`src/rtl/chan_router_pkg.sv`:
```
// rtl/chan_router_pkg.sv - shared types, mode encoding and width helper for chan_router
//
// Package router_pkg
//   routerState_e : router FSM states (IDLE, MANUAL, SCAN)
//   MODE_MANUAL / MODE_SCAN : encoding of the mode input
//   selWidth()    : bit width of a channel index for a given channel count
package router_pkg;

  typedef enum logic [1:0] {
    IDLE   = 2'd0,
    MANUAL = 2'd1,
    SCAN   = 2'd2
  } routerState_e;

  localparam logic MODE_MANUAL = 1'b0;
  localparam logic MODE_SCAN   = 1'b1;

  // A one-channel router would need a zero-width index; keep at least 1 bit.
  function automatic int selWidth(input int n);
    return (n < 2) ? 1 : $clog2(n);
  endfunction

endpackage

```
`src/rtl/chan_router_if.sv`:
```
// rtl/chan_router_if.sv - data/selection/status bundle between a router and its user
//
// Interface chan_router_if #(NCH, W)
//   data_in    [NCH*W] packed sources, channel k at [k*W +: W]
//   src_sel    [SW]    requested source index
//   dst_sel    [SW]    requested destination index
//   load               selection capture request (rising edge significant)
//   enable             routing enable
//   mode               MODE_MANUAL / MODE_SCAN
//   data_out   [NCH*W] packed destinations
//   active_src [SW]    applied source index
//   active_dst [SW]    applied destination index
//   sel_err            one-cycle pulse on a rejected manual load
// Modports: master (drives requests, observes results), slave (the router).
interface chan_router_if
  import router_pkg::*;
#(
  parameter int NCH = 4,
  parameter int W   = 4
);
  localparam int SW = selWidth(NCH);

  logic [NCH*W-1:0] data_in;
  logic [SW-1:0]    src_sel;
  logic [SW-1:0]    dst_sel;
  logic             load;
  logic             enable;
  logic             mode;
  logic [NCH*W-1:0] data_out;
  logic [SW-1:0]    active_src;
  logic [SW-1:0]    active_dst;
  logic             sel_err;

  modport master (
    output data_in, src_sel, dst_sel, load, enable, mode,
    input  data_out, active_src, active_dst, sel_err
  );

  modport slave (
    input  data_in, src_sel, dst_sel, load, enable, mode,
    output data_out, active_src, active_dst, sel_err
  );

endinterface

```
`src/rtl/chan_router_scan_tick.sv`:
```
// rtl/chan_router_scan_tick.sv - auto-scan step divider for chan_router
//
// Module scan_tick #(SCAN_DIV)
//   clk    : clock, rising edge
//   reset  : asynchronous active-high reset, counter to 0
//   clear  : synchronous restart of the divider at 0 (wins over enable)
//   enable : count this cycle
//   tick   : high during the last cycle of each SCAN_DIV-cycle period while enabled
module scan_tick #(
  parameter int SCAN_DIV = 50_000_000
) (
  input  logic clk,
  input  logic reset,
  input  logic clear,
  input  logic enable,
  output logic tick
);

  localparam int CW = (SCAN_DIV < 2) ? 1 : $clog2(SCAN_DIV);

  logic [CW-1:0] divCnt;

  assign tick = enable && (divCnt == CW'(SCAN_DIV - 1));

  always_ff @(posedge clk or posedge reset) begin
    if (reset) begin
      divCnt <= '0;
    end else if (clear) begin
      divCnt <= '0;
    end else if (enable) begin
      if (tick) begin
        divCnt <= '0;
      end else begin
        divCnt <= divCnt + 1'b1;
      end
    end
  end

endmodule

```
`src/rtl/chan_router.sv`:
```
// rtl/chan_router.sv - NCH-channel source-to-destination router with manual and auto-scan selection
//
// Module chan_router #(NCH, W, SCAN_DIV)
//   clk   : clock, all state on rising edge
//   reset : asynchronous active-high reset
//   bus   : chan_router_if.slave (data_in, src_sel, dst_sel, load, enable, mode in;
//           data_out, active_src, active_dst, sel_err out, all outputs registered)
// Build option CHAN_ROUTER_HOLD_EN: when defined, destinations that are not selected keep
// their last routed value while routing; otherwise they are driven 0 every cycle.
module chan_router
  import router_pkg::*;
#(
  parameter int NCH      = 4,
  parameter int W        = 4,
  parameter int SCAN_DIV = 50_000_000
) (
  input  logic          clk,
  input  logic          reset,
  chan_router_if.slave  bus
);

  localparam int SW = selWidth(NCH);

  routerState_e     state;
  logic             loadPrev;
  logic [SW-1:0]    activeSrc;
  logic [SW-1:0]    activeDst;
  logic             selErr;
  logic [NCH*W-1:0] dataOutQ;

  logic             loadEdge;
  logic             selValid;
  logic             scanClear;
  logic             scanEn;
  logic             scanTick;
  logic             srcWrap;
  logic             dstWrap;
  logic [W-1:0]     srcWord;

  assign loadEdge = bus.load && !loadPrev;
  // SW bits can encode indices beyond NCH-1 when NCH is not a power of two.
  assign selValid = (int'(bus.src_sel) < NCH) && (int'(bus.dst_sel) < NCH);

  // The divider restarts on the cycle the FSM commits to entering SCAN, and only runs
  // while the FSM stays in SCAN, so a tick never lands on an exit cycle.
  assign scanClear = (state != SCAN) && bus.enable && (bus.mode == MODE_SCAN);
  assign scanEn    = (state == SCAN) && bus.enable && (bus.mode == MODE_SCAN);

  assign srcWrap = (activeSrc == SW'(NCH - 1));
  assign dstWrap = (activeDst == SW'(NCH - 1));

  scan_tick #(
    .SCAN_DIV (SCAN_DIV)
  ) u_scanTick (
    .clk    (clk),
    .reset  (reset),
    .clear  (scanClear),
    .enable (scanEn),
    .tick   (scanTick)
  );

  always_ff @(posedge clk or posedge reset) begin
    if (reset) begin
      state     <= IDLE;
      loadPrev  <= 1'b0;
      activeSrc <= '0;
      activeDst <= '0;
      selErr    <= 1'b0;
    end else begin
      // Tracked in every state so a load held through IDLE is not seen as an edge later.
      loadPrev <= bus.load;
      selErr   <= 1'b0;
      case (state)
        IDLE: begin
          if (bus.enable) begin
            state <= (bus.mode == MODE_SCAN) ? SCAN : MANUAL;
          end
        end
        MANUAL: begin
          if (!bus.enable) begin
            state <= IDLE;
          end else if (bus.mode == MODE_SCAN) begin
            state <= SCAN;
          end else if (loadEdge) begin
            if (selValid) begin
              activeSrc <= bus.src_sel;
              activeDst <= bus.dst_sel;
            end else begin
              selErr <= 1'b1;
            end
          end
        end
        SCAN: begin
          if (!bus.enable) begin
            state <= IDLE;
          end else if (bus.mode == MODE_MANUAL) begin
            state <= MANUAL;
          end else if (scanTick) begin
            activeSrc <= srcWrap ? '0 : activeSrc + 1'b1;
            if (srcWrap) begin
              activeDst <= dstWrap ? '0 : activeDst + 1'b1;
            end
          end
        end
        default: begin
          state <= IDLE;
        end
      endcase
    end
  end

  always_comb begin
    srcWord = '0;
    for (int j = 0; j < NCH; j++) begin
      if (SW'(j) == activeSrc) begin
        srcWord = bus.data_in[j*W +: W];
      end
    end
  end

  always_ff @(posedge clk or posedge reset) begin
    if (reset) begin
      dataOutQ <= '0;
    end else if (state == IDLE) begin
      dataOutQ <= '0;
    end else begin
      for (int k = 0; k < NCH; k++) begin
        if (SW'(k) == activeDst) begin
          dataOutQ[k*W +: W] <= srcWord;
        end else begin
`ifdef CHAN_ROUTER_HOLD_EN
          dataOutQ[k*W +: W] <= dataOutQ[k*W +: W];
`else
          dataOutQ[k*W +: W] <= '0;
`endif
        end
      end
    end
  end

  assign bus.data_out   = dataOutQ;
  assign bus.active_src = activeSrc;
  assign bus.active_dst = activeDst;
  assign bus.sel_err    = selErr;

endmodule

```
`src/flat_wrapper.sv`:
```
// flat-port wrapper written by rule: the top's interface ports become plain ports
module chan_router_flat import router_pkg::*;
#(
  parameter int NCH      = 4,
  parameter int W        = 4,
  parameter int SCAN_DIV = 50_000_000
)
  (clk, reset, bus_data_in, bus_src_sel, bus_dst_sel, bus_load, bus_enable, bus_mode, bus_data_out, bus_active_src, bus_active_dst, bus_sel_err);
  chan_router_if #(.NCH(NCH), .W(W)) bus_i ();
  input  logic clk;
  input  logic reset;
  input wire logic [$bits(bus_i.data_in)-1:0] bus_data_in;
  input wire logic [$bits(bus_i.src_sel)-1:0] bus_src_sel;
  input wire logic [$bits(bus_i.dst_sel)-1:0] bus_dst_sel;
  input wire logic [$bits(bus_i.load)-1:0] bus_load;
  input wire logic [$bits(bus_i.enable)-1:0] bus_enable;
  input wire logic [$bits(bus_i.mode)-1:0] bus_mode;
  output wire logic [$bits(bus_i.data_out)-1:0] bus_data_out;
  output wire logic [$bits(bus_i.active_src)-1:0] bus_active_src;
  output wire logic [$bits(bus_i.active_dst)-1:0] bus_active_dst;
  output wire logic [$bits(bus_i.sel_err)-1:0] bus_sel_err;
  assign bus_i.data_in = bus_data_in;
  assign bus_i.src_sel = bus_src_sel;
  assign bus_i.dst_sel = bus_dst_sel;
  assign bus_i.load = bus_load;
  assign bus_i.enable = bus_enable;
  assign bus_i.mode = bus_mode;
  assign bus_data_out = bus_i.data_out;
  assign bus_active_src = bus_i.active_src;
  assign bus_active_dst = bus_i.active_dst;
  assign bus_sel_err = bus_i.sel_err;
  chan_router #(.NCH(NCH), .W(W), .SCAN_DIV(SCAN_DIV)) u_core (.clk(clk), .reset(reset), .bus(bus_i));
endmodule
```
`config.mk`:
```
export PLATFORM = sky130hd
export DESIGN_NAME = chan_router_flat
export DESIGN_NICKNAME = d
export VERILOG_FILES = /design/src/rtl/chan_router_pkg.sv /design/src/rtl/chan_router_if.sv /design/src/rtl/chan_router_scan_tick.sv /design/src/rtl/chan_router.sv /design/src/flat_wrapper.sv
export SDC_FILE = /design/constraint.sdc
export NUM_CORES = 1
export LEC_CHECK = 0
export ABC_AREA = 1
export BUFFER_PORTS_ARGS = -buffer_cell sky130_fd_sc_hd__clkbuf_2
export CAP_MARGIN = 40
export CORE_MARGIN = 2
export CORE_UTILIZATION = 32
export DETAILED_ROUTE_END_ITERATION = 6
export SLEW_MARGIN = 25
export SYNTH_ARGS = -nofsm -noshare
export SYNTH_HDL_FRONTEND = slang
export SYNTH_SLANG_ARGS = --single-unit
```
`constraint.sdc`:
```
create_clock -name clk -period 1.65 [get_ports clk]
set_input_delay 0 -clock clk [delete_from_list [all_inputs] [get_ports clk]]
set_output_delay 0 -clock clk [all_outputs]
set_load 0.005 [all_outputs]
```
==> results of run 1 <==
==> what timing repair did <==
action                                 4_1_cts  5_1_grt
gates resized for setup                      1       24
buffers inserted                             0        8
hold buffers                                 7        0
endpoints found under the hold margin       57        0
pin swaps                                    1        6
setup endpoints to repair                    3       40
==> worst register-to-register path: cells and delay by family (launching register included) <==
kind / cells / cell delay (ns)
buf+inv: 3 / 0.34
simple gates: 1 / 0.04
flops: 1 / 0.45
compound gates: 3 / 0.39
fa+ha+maj: 1 / 0.23
==> cells in the final DEF (no fill, tap or decap), drive strengths merged, types with 4 or more instances in the layout <==
| cell type | synthesis | routed |
|---|---|---|
| nor3 | 4 | 4 |
| dfrtp | 49 | 49 |
| a21oi | 24 | 24 |
| o21ai | 24 | 24 |
| inv | 41 | 43 |
| nand2 | 93 | 93 |
| o22ai | 5 | 5 |
| xor2 | 6 | 6 |
| dlygate4sd3 | 0 | 7 |
| ha | 9 | 9 |
| nor2 | 49 | 49 |
| nand4 | 8 | 8 |
| buf | 2 | 19 |
| clkbuf | 2 | 49 |
| nand3 | 23 | 23 |
==> report_power, final <==
group | leakage (nW) | switching [mW] | total [mW] | internal [mW]
registers | 0.667 | 0.0649 | 1.35 | 1.28
clock network | 0.0452 | 0.448 | 0.758 | 0.310
logic | 0.873 | 0.399 | 0.694 | 0.295
==> sequential cells by signal (all words and copies together), names as in the netlist <==
signal / flops
u_core.bus.active_dst: 2
u_core.bus.active_src: 2
u_core.bus.data_out: 16
u_core.loadPrev: 1
u_core.state: 2
u_core.u_scanTick.divCnt: 26
==> per-stage QoR <==
step | setup TNS (ns) | cell area [um2] | utilization | worst slack, ns | cells
floorplan | 0 | 2750 | - | 0.154 | 350
global placement | 0 | 3170 | 0.383 | 0.0982 | 506
CTS | 0 | 3330 | 0.403 | 0.0196 | 521
detailed placement | 0 | 3170 | 0.383 | 0.0280 | 506
finish | 0 | 3480 | 0.422 | 0.101 | 529
global route | -0.00691 | 3480 | 0.422 | -0.00605 | 529
==> routing by layer <==
layer	global-route usage	routed length (um)
met1	0.197	3060
met2	0.251	3320
met3	0.0231	152
met4	0.0412	80
met5	0	0
==> worst paths after layout <==
kind                                                   endpoint  slack (ns)  cells after the start
max                            u_core.bus.data_out[6]$_DFF_PP0_        0.10                      8
max reg2reg                    u_core.bus.data_out[6]$_DFF_PP0_        0.10                      8
max in group asynchronous  u_core.bus.active_src[0]$_DFFE_PP0P_        1.00                      4
min                        u_core.bus.active_dst[1]$_DFFE_PP0P_        0.01                      5
min reg2reg                         u_core.state[1]$_DFFE_PP0P_        0.50                      1
min in group asynchronous     u_core.bus.data_out[10]$_DFF_PP0_        0.15                      3
==> cell type report <==
cell class | count | area, um2
tap | 105 | 131
inverter | 42 | 158
multi-input combinational | 255 | 1410
fill | 885 | 4780
clock buffer | 5 | 68.8
sequential | 49 | 1230
timing repair buffer | 70 | 457
clock inverter | 3 | 25.0
==> kinds of logic after synthesis <==
logic type,count (synthesis),share of synthesized area
buf+inv,46,0.0670
fa+ha+maj,9,0.0410
xor+xnor,7,0.0223
simple gates,179,0.292
compound gates,58,0.126
flops,49,0.447
other cells,1,0.00137
mux,1,0.00365
==> results.md, run 1 <==
- Crit Path Class: register to register
- Rows: 33
- HP Start: bus_dst_sel[1]
- Vias per cell: 4.68
- Final nets: 457
- Post-route clock period utilization: 0.939
- Net Count, Synth: 384
- Gr ovfl total: 0
- Dpl hpwl: 4850 um
- Top cells by count, synth: nand2_1, dfrtp_1, nor2_1, inv_1
- Layout area overhead: 26.8%
- Initial antenna violation count: 0
- Count of final setup violators: 0
- CP Cell Sequence: inv_1, ha_2, inv_1, o21ai_0, a21oi_1, a21oi_1, buf_4, nor2_1
- Most frequent cell after synthesis: nand2_1
- Worst Hold Slack: 0.0142 ns
- Synth Warn #: 0
- Power per cell area: 804 nW/um2
- Setup Skew: 0.00731 ns
- Final hold violations: 0
- CP Launch Type: register
- CP peak stage delay: around 0.45 ns
- Routability cong.: just under 0.9
- Status: finished clean
- Cell accounting for the most synthesized area: dfrtp_1
- Vias: 2475
- First-pass GRT wire length: around 12000 um
- CTS tree: yes
- H-tree depth: 2
- Max Cap Violations: 0
- Hold Crit Class: input pin to register
- Pwr Total: approximately 2.8 mW
- Clock Tree Buf Depth: 2
- Number of DRC markers in iteration 0: between 100 and 150
- R2r startpoint: u_core.bus.active_src[0]$_DFFE_PP0P_
- Async set-or-reset flop fraction in the synthesized netlist: 1.00
- DRC: 0
- Top cell type's share of synthesized area: 0.447
- Highest clock rate: 645 MHz
- P_leak: 1.59 nW
- Predominant post-synthesis flop cell: dfrtp_1
- Post-Syn Instances: 350
- ANT cells: 0
- Starting Density: 0.332
- Clock sinks: 49
- Slew Viols, Final: 0
- ANT nets after route: 0
- Worst-Skew Late Latency: 0.31 ns
- Netlist cell types: 35
- Mapped Area: 2750 um2
- CTS Buf Count: 5
- Worst-path fanout max: 6
- Initial DRT Pass Iterations: 4
- Setup crit start: u_core.bus.active_src[0]$_DFFE_PP0P_
- WL/cell: approximately 12 um
- CP Capture Type: register
- Synth Register Bits: 49
- Synth top area cells: dfrtp_1, nand2_1, nor2_1, inv_1, ha_1
- Post-synth EDFFs: 0
- Critical path's slowest cell: dfrtp_2
- CP required: about 1.9 ns
- Buffers & Inverters on Critical Path: 3
- Peak supply drop: 0.290 mV
- Pin count of the biggest net entering global routing: 39
- Core area: 8260 um2
- CP delay by family, top: flip-flops
- Total Routed Length: 6610 um
- Crit path arrival time: 1.75 ns
- Tmin final: 1.55 ns
- Share of layout cells above drive strength 1: 0.257
- Vias in the first global route: 2486
- Chip width: approximately 97 um
- Clock transition at path regs: ~0.09 ns
- Buffers added on ports: 44
- Post-synthesis sequential area ratio: 0.447
- Avg Cell Area, Syn: 7.84 um2
- Die area: roughly 9300 um2
- Chip height: 96.6 um
- Ports: 46
- Global Route Usage Sum: 0.148
- Root Driver: clkbuf_8
Power figures use the tool's default switching activity.
==> inputs of run 2 (changes only) <==
--- a/config.mk
+++ b/config.mk
@@ -11,6 +11,7 @@
 export CORE_MARGIN = 2
 export CORE_UTILIZATION = 32
 export DETAILED_ROUTE_END_ITERATION = 6
+export RECOVER_POWER = 25
 export SLEW_MARGIN = 25
 export SYNTH_ARGS = -nofsm -noshare
 export SYNTH_HDL_FRONTEND = slang
==> run 2 against run 1 <==
Critical path type unchanged. Clock power about the same. Critical path depth unchanged. Final cell count unchanged. Critical endpoint unchanged. Largest cell class unchanged. Design area down 0.40%. Clock skew about the same.
==> results.md, run 2 (same netlist as run 1, synthesis figures left out) <==
- Status: finished clean
- Power per cell area: roughly 800 nW/um2
- Fill count: 887
- Post-Place Cells: 506
- Slew HR: 0.645
- Clock transition at path regs: 0.09 ns
- CTS Buf Count: 5
- Initial antenna violation count: 0
- Max reg flops: 26
- WL/cell: 12.6 um
- Chip width: 96.6 um
- First-pass GRT wire length: 11500 um
- Commonest non-fill, non-tap cells in the layout: nand2_1, dfrtp_1, clkbuf_2
- Worst-path fanout max: 6
- Final nets: 457
- Worst-margin pin slew: 0.533 ns
- Clock Tree Buf Depth: 2
- FF+latch area: 1230 um2
- Root Driver: clkbuf_8
- ANT nets after route: 0
- ANT cells: 0
- Total Routed Length: about 6600 um
- CP required: 1.85 ns
- CP Launch Type: register
- Core area: 8260 um2
- Starting Density: 0.332
- Dpl hpwl: 4850 um
- Setup Skew: 0.00718 ns
- Rows: 33
- Crit path arrival time: 1.75 ns
- Min-Delay Path Depth: 5
- Peak supply drop: 0.289 mV
- Pwr Total: ~2.8 mW
- Crit Path Class: register to register
- P_leak: 1.58 nW
- CP Capture Type: register
- Multi-input gate area: 1410 um2
- Pin count of the biggest net entering global routing: 39
- Initial DRT Pass Iterations: 4
- Layout area overhead: 26.3%
- Routability cong.: between 0.8 and 0.9
- Chip height: about 97 um
- H-tree depth: 2
- CTS tree: yes
- Final Non-Filler Cells: between 500 and 600
- Most flops, register: u_core.u_scanTick.divCnt
- Commonest non-fill, non-tap cell in the layout: nand2_1
- Post-route clock period utilization: 0.939
- Highest clock rate: 645 MHz
- Gr ovfl total: 0
- Final Core Density: 0.420
- DRC: 0
- Clock sinks: 49
- Global Route Usage Sum: 0.148
- Ports: 46
- Max Cap Violations: 0
- Slew Viols, Final: 0
- Hold Crit Class: input pin to register
- Final hold violations: 0
- Die area: 9340 um2
- Share of layout cells above drive strength 1: 0.252
- Tmin final: approximately 1.5 ns
- Count of final setup violators: 0
- Number of DRC markers in iteration 0: 121
- FF-to-FF path depth: 8
- Vias: 2481
- R2r setup slk: ~0.1 ns
- Vias in the first global route: 2486
- Vias per cell: ~4.7
- Buffers added on ports: 44
- Worst-Skew Late Latency: 0.31 ns
## run 2: changes by cell type in the layout (fill, tap and decap cells not counted)
cell / change
buf_12: -1
clkbuf_1: +1
clkbuf_2: -1
clkbuf_4: +1
inv_1: +1
inv_2: -1
## run 2: worst paths after layout
check                                                     start                                   end
setup / recovery           u_core.bus.active_src[0]$_DFFE_PP0P_      u_core.bus.data_out[6]$_DFF_PP0_
hold / removal                                   bus_dst_sel[1]  u_core.bus.active_dst[1]$_DFFE_PP0P_
setup reg to reg           u_core.bus.active_src[0]$_DFFE_PP0P_      u_core.bus.data_out[6]$_DFF_PP0_
hold reg to reg                     u_core.state[1]$_DFFE_PP0P_           u_core.state[1]$_DFFE_PP0P_
max in group asynchronous                                 reset  u_core.bus.active_src[0]$_DFFE_PP0P_
min in group asynchronous                                 reset     u_core.bus.data_out[10]$_DFF_PP0_
## run 2: metal layers
| layer | vias up | part of all wire | track usage |
|---|---|---|---|
| met5 | - | 0 | 0 |
| met2 | 35 | 0.50 | 0.251 |
| li1 | 1279 | - | - |
| met3 | 7 | 0.025 | 0.0231 |
| met1 | 1160 | 0.46 | 0.197 |
| met4 | 0 | 0.012 | 0.0412 |
## run 2: worst max-delay path, cell delays in order (launching register included)
cell	delay [ns]
dfrtp_2	0.45
inv_1	0.09
ha_2	0.23
inv_1	0.08
o21ai_0	0.17
a21oi_1	0.07
a21oi_1	0.15
buf_4	0.16
nor2_1	0.04
## run 2: metrics by stage
stage                     hold slack, ns  setup TNS (ns)  setup WS, ns  instance area (um2)
final                             0.0141               0         0.101                 3470
after floorplan                   0.0314               0         0.154                 2750
after global routing              0.0459        -0.00691      -0.00605                 3470
after CTS                         0.0119               0        0.0196                 3330
after global placement           -0.0621               0        0.0982                 3170
after detailed placement         -0.0608               0        0.0280                 3170
## run 2: final cells by class
type,instances,share of cell area
clock inverter,3,0.00721
tap,105,0.0379
multi-input combinational,255,0.407
clock buffer,5,0.0198
inverter,42,0.0455
sequential,49,0.355
timing repair buffer,70,0.128
## run 2: power breakdown
group,leakage (nW),switching [mW],internal [mW],total [mW]
Combinational,0.866,0.398,0.291,0.689
Sequential,0.667,0.0649,1.28,1.35
Clock,0.0452,0.445,0.310,0.755
Total,1.58,0.909,1.88,2.79
## run 2: timing repair
| action | 4_1_cts | 5_1_grt |
|---|---|---|
| setup buffers | 0 | 8 |
| hold endpoints to repair | 57 | 0 |
| setup endpoints to repair | 3 | 40 |
| hold buffers | 7 | 0 |
| cloned | 0 | 0 |
| resized for setup | 1 | 24 |
| pin swaps | 1 | 6 |
==> inputs of run 3 (changes only) <==
--- a/config.mk
+++ b/config.mk
@@ -8,6 +8,7 @@
 export ABC_AREA = 1
 export BUFFER_PORTS_ARGS = -buffer_cell sky130_fd_sc_hd__clkbuf_2
 export CAP_MARGIN = 40
+export CORE_ASPECT_RATIO = 0.8
 export CORE_MARGIN = 2
 export CORE_UTILIZATION = 32
 export DETAILED_ROUTE_END_ITERATION = 6
==> run 3 against run 2 <==
Fmax up 1.2%. Hold slack better by 0.0084 ns. Sequential share of layout area increased by 1.1 points. Combinational power fell by 1%. Highest routed layer unchanged.
==> results.md, run 3 (same netlist as run 1, synthesis figures left out) <==
- Status: finished clean
- Peak supply drop: between 0.3 and 0.4 mV
- Dpl hpwl: 4790 um
- Vias: 2452
- Crit path arrival time: ~1.8 ns
- Post-Place Cells: 516
- Unrepaired setup endpoints after global routing: yes
- CP Capture Type: register
- Clock transition at path regs: around 0.1 ns
- Commonest non-fill, non-tap cell in the layout: nand2_1
- Gr ovfl total: 0
- Clock Tree Buf Depth: 2
- Slew Viols, Final: 0
- Worst-path fanout max: 7
- ANT nets after route: 0
- Tmin final: 1.53 ns
- Worst-margin pin slew: 1.14 ns
- Buffers added on ports: 44
- Clock sinks: 49
- Chip height: 86.8 um
- Pin count of the biggest net entering global routing: 50
- Most flops, register: u_core.u_scanTick.divCnt
- WL/cell: 12.2 um
- Final Core Density: 0.399
- Max Cap Violations: 0
- Setup Skew: 0.0157 ns
- DRC: 0
- Worst-Skew Late Latency: 0.31 ns
- Share of layout cells above drive strength 1: 0.208
- Rows: 30
- Count of final setup violators: 0
- Commonest non-fill, non-tap cells in the layout: nand2_1, dfrtp_1, nor2_1
- H-tree depth: 2
- Vias per cell: 4.62
- Final hold violations: 0
- Ports: 46
- First-pass GRT wire length: between 10000 and 15000 um
- Die area: 9340 um2
- Final Non-Filler Cells: approximately 530
- Initial DRT Pass Iterations: 4
- CP required: 1.88 ns
- ANT cells: 0
- Starting Density: 0.326
- CTS tree: yes
- Routability cong.: ~0.88
- Max reg flops: 26
- P_leak: 1.50 nW
- Global Route Usage Sum: 0.145
- Crit Path Class: register to register
- CTS Buf Count: 5
- Post-route clock period utilization: 0.928
- Hold Crit Class: input pin to register
- Final nets: 452
- Slew HR: 0.241
- Number of DRC markers in iteration 0: 96
- Chip width: ~110 um
- Layout area overhead: 22.2%
- Total Routed Length: 6500 um
- Vias in the first global route: between 2k and 2.5k
- Initial antenna violation count: 0
- Highest clock rate: 653 MHz
- Power per cell area: between 800 and 900 nW/um2
- Core area: ~8400 um2
- Root Driver: clkbuf_8
- CP Launch Type: register
run 3: cell types whose count changed in the layout (fill, tap and decap cells not counted), sizes merged:
cell,delta
buf,-3
inv,-2
clkinv,+2
dlygate4sd3,-2
run 3: cell type report:
| type | instances | area (um2) |
|---|---|---|
| fill | 885 | 5050 |
| inverter | 42 | 158 |
| timing repair buffer | 65 | 377 |
| sequential | 49 | 1230 |
| multi-input combinational | 255 | 1360 |
| tap | 112 | 140 |
| clock inverter | 3 | 25.0 |
| clock buffer | 5 | 68.8 |
run 3: worst paths after layout:
path | from | end | slack, ns | cells after the start
min in group asynchronous | reset | u_core.bus.data_out[11]$_DFF_PP0_ | 0.58 | 4
min reg2reg | u_core.state[1]$_DFFE_PP0P_ | u_core.state[1]$_DFFE_PP0P_ | 0.47 | 1
max | u_core.u_scanTick.divCnt[0]$_DFFE_PP0P_ | u_core.u_scanTick.divCnt[13]$_DFFE_PP0P_ | 0.12 | 9
max in group asynchronous | reset | u_core.u_scanTick.divCnt[9]$_DFFE_PP0P_ | 0.31 | 4
max reg2reg | u_core.u_scanTick.divCnt[0]$_DFFE_PP0P_ | u_core.u_scanTick.divCnt[13]$_DFFE_PP0P_ | 0.12 | 9
min | bus_enable | u_core.state[0]$_DFFE_PP0P_ | 0.02 | 4
run 3: through the flow:
step           instance area [um2]  setup WS (ns)  hold slack, ns  TNS, ns  power, mW
2_1_floorplan                 2750          0.154          0.0314        0       1.73
3_3_place_gp                  3180         0.0952           0.133        0       2.03
3_5_place_dp                  3180         0.0610           0.131        0       2.04
4_1_cts                       3320         0.0545         0.00239        0       2.81
5_1_grt                       3350        -0.0414          0.0516  -0.0898       2.96
6_report                      3350          0.118          0.0225        0       2.78
run 3: power by group:
part	total (mW)	switching (mW)	internal [mW]
sequential	1.34	0.0623	1.28
clock	0.755	0.448	0.307
combinational	0.680	0.394	0.286
total	2.78	0.905	1.87
run 3: what timing repair did:
action,4_1_cts,5_1_grt
endpoints found under the setup margin,0,28
endpoints found under the hold margin,52,2
resized for setup,0,14
buffers inserted,0,2
hold buffers,4,1
run 3: worst max-delay path: stages (launching register included):
cell and delay [ns]:
dfrtp_1 0.40, ha_2 0.22, nand3_4 0.11, inv_2 0.04
nand2_2 0.06, nor2_4 0.05, a21oi_4 0.24, buf_6 0.16
nand2_1 0.05, a22oi_1 0.13
run 3: routing by layer:
layer  GRT usage  wire length (um)
met2       0.198              2680
met5           0                 0
met4      0.0524                97
met3      0.0256               259
met1       0.225              3460
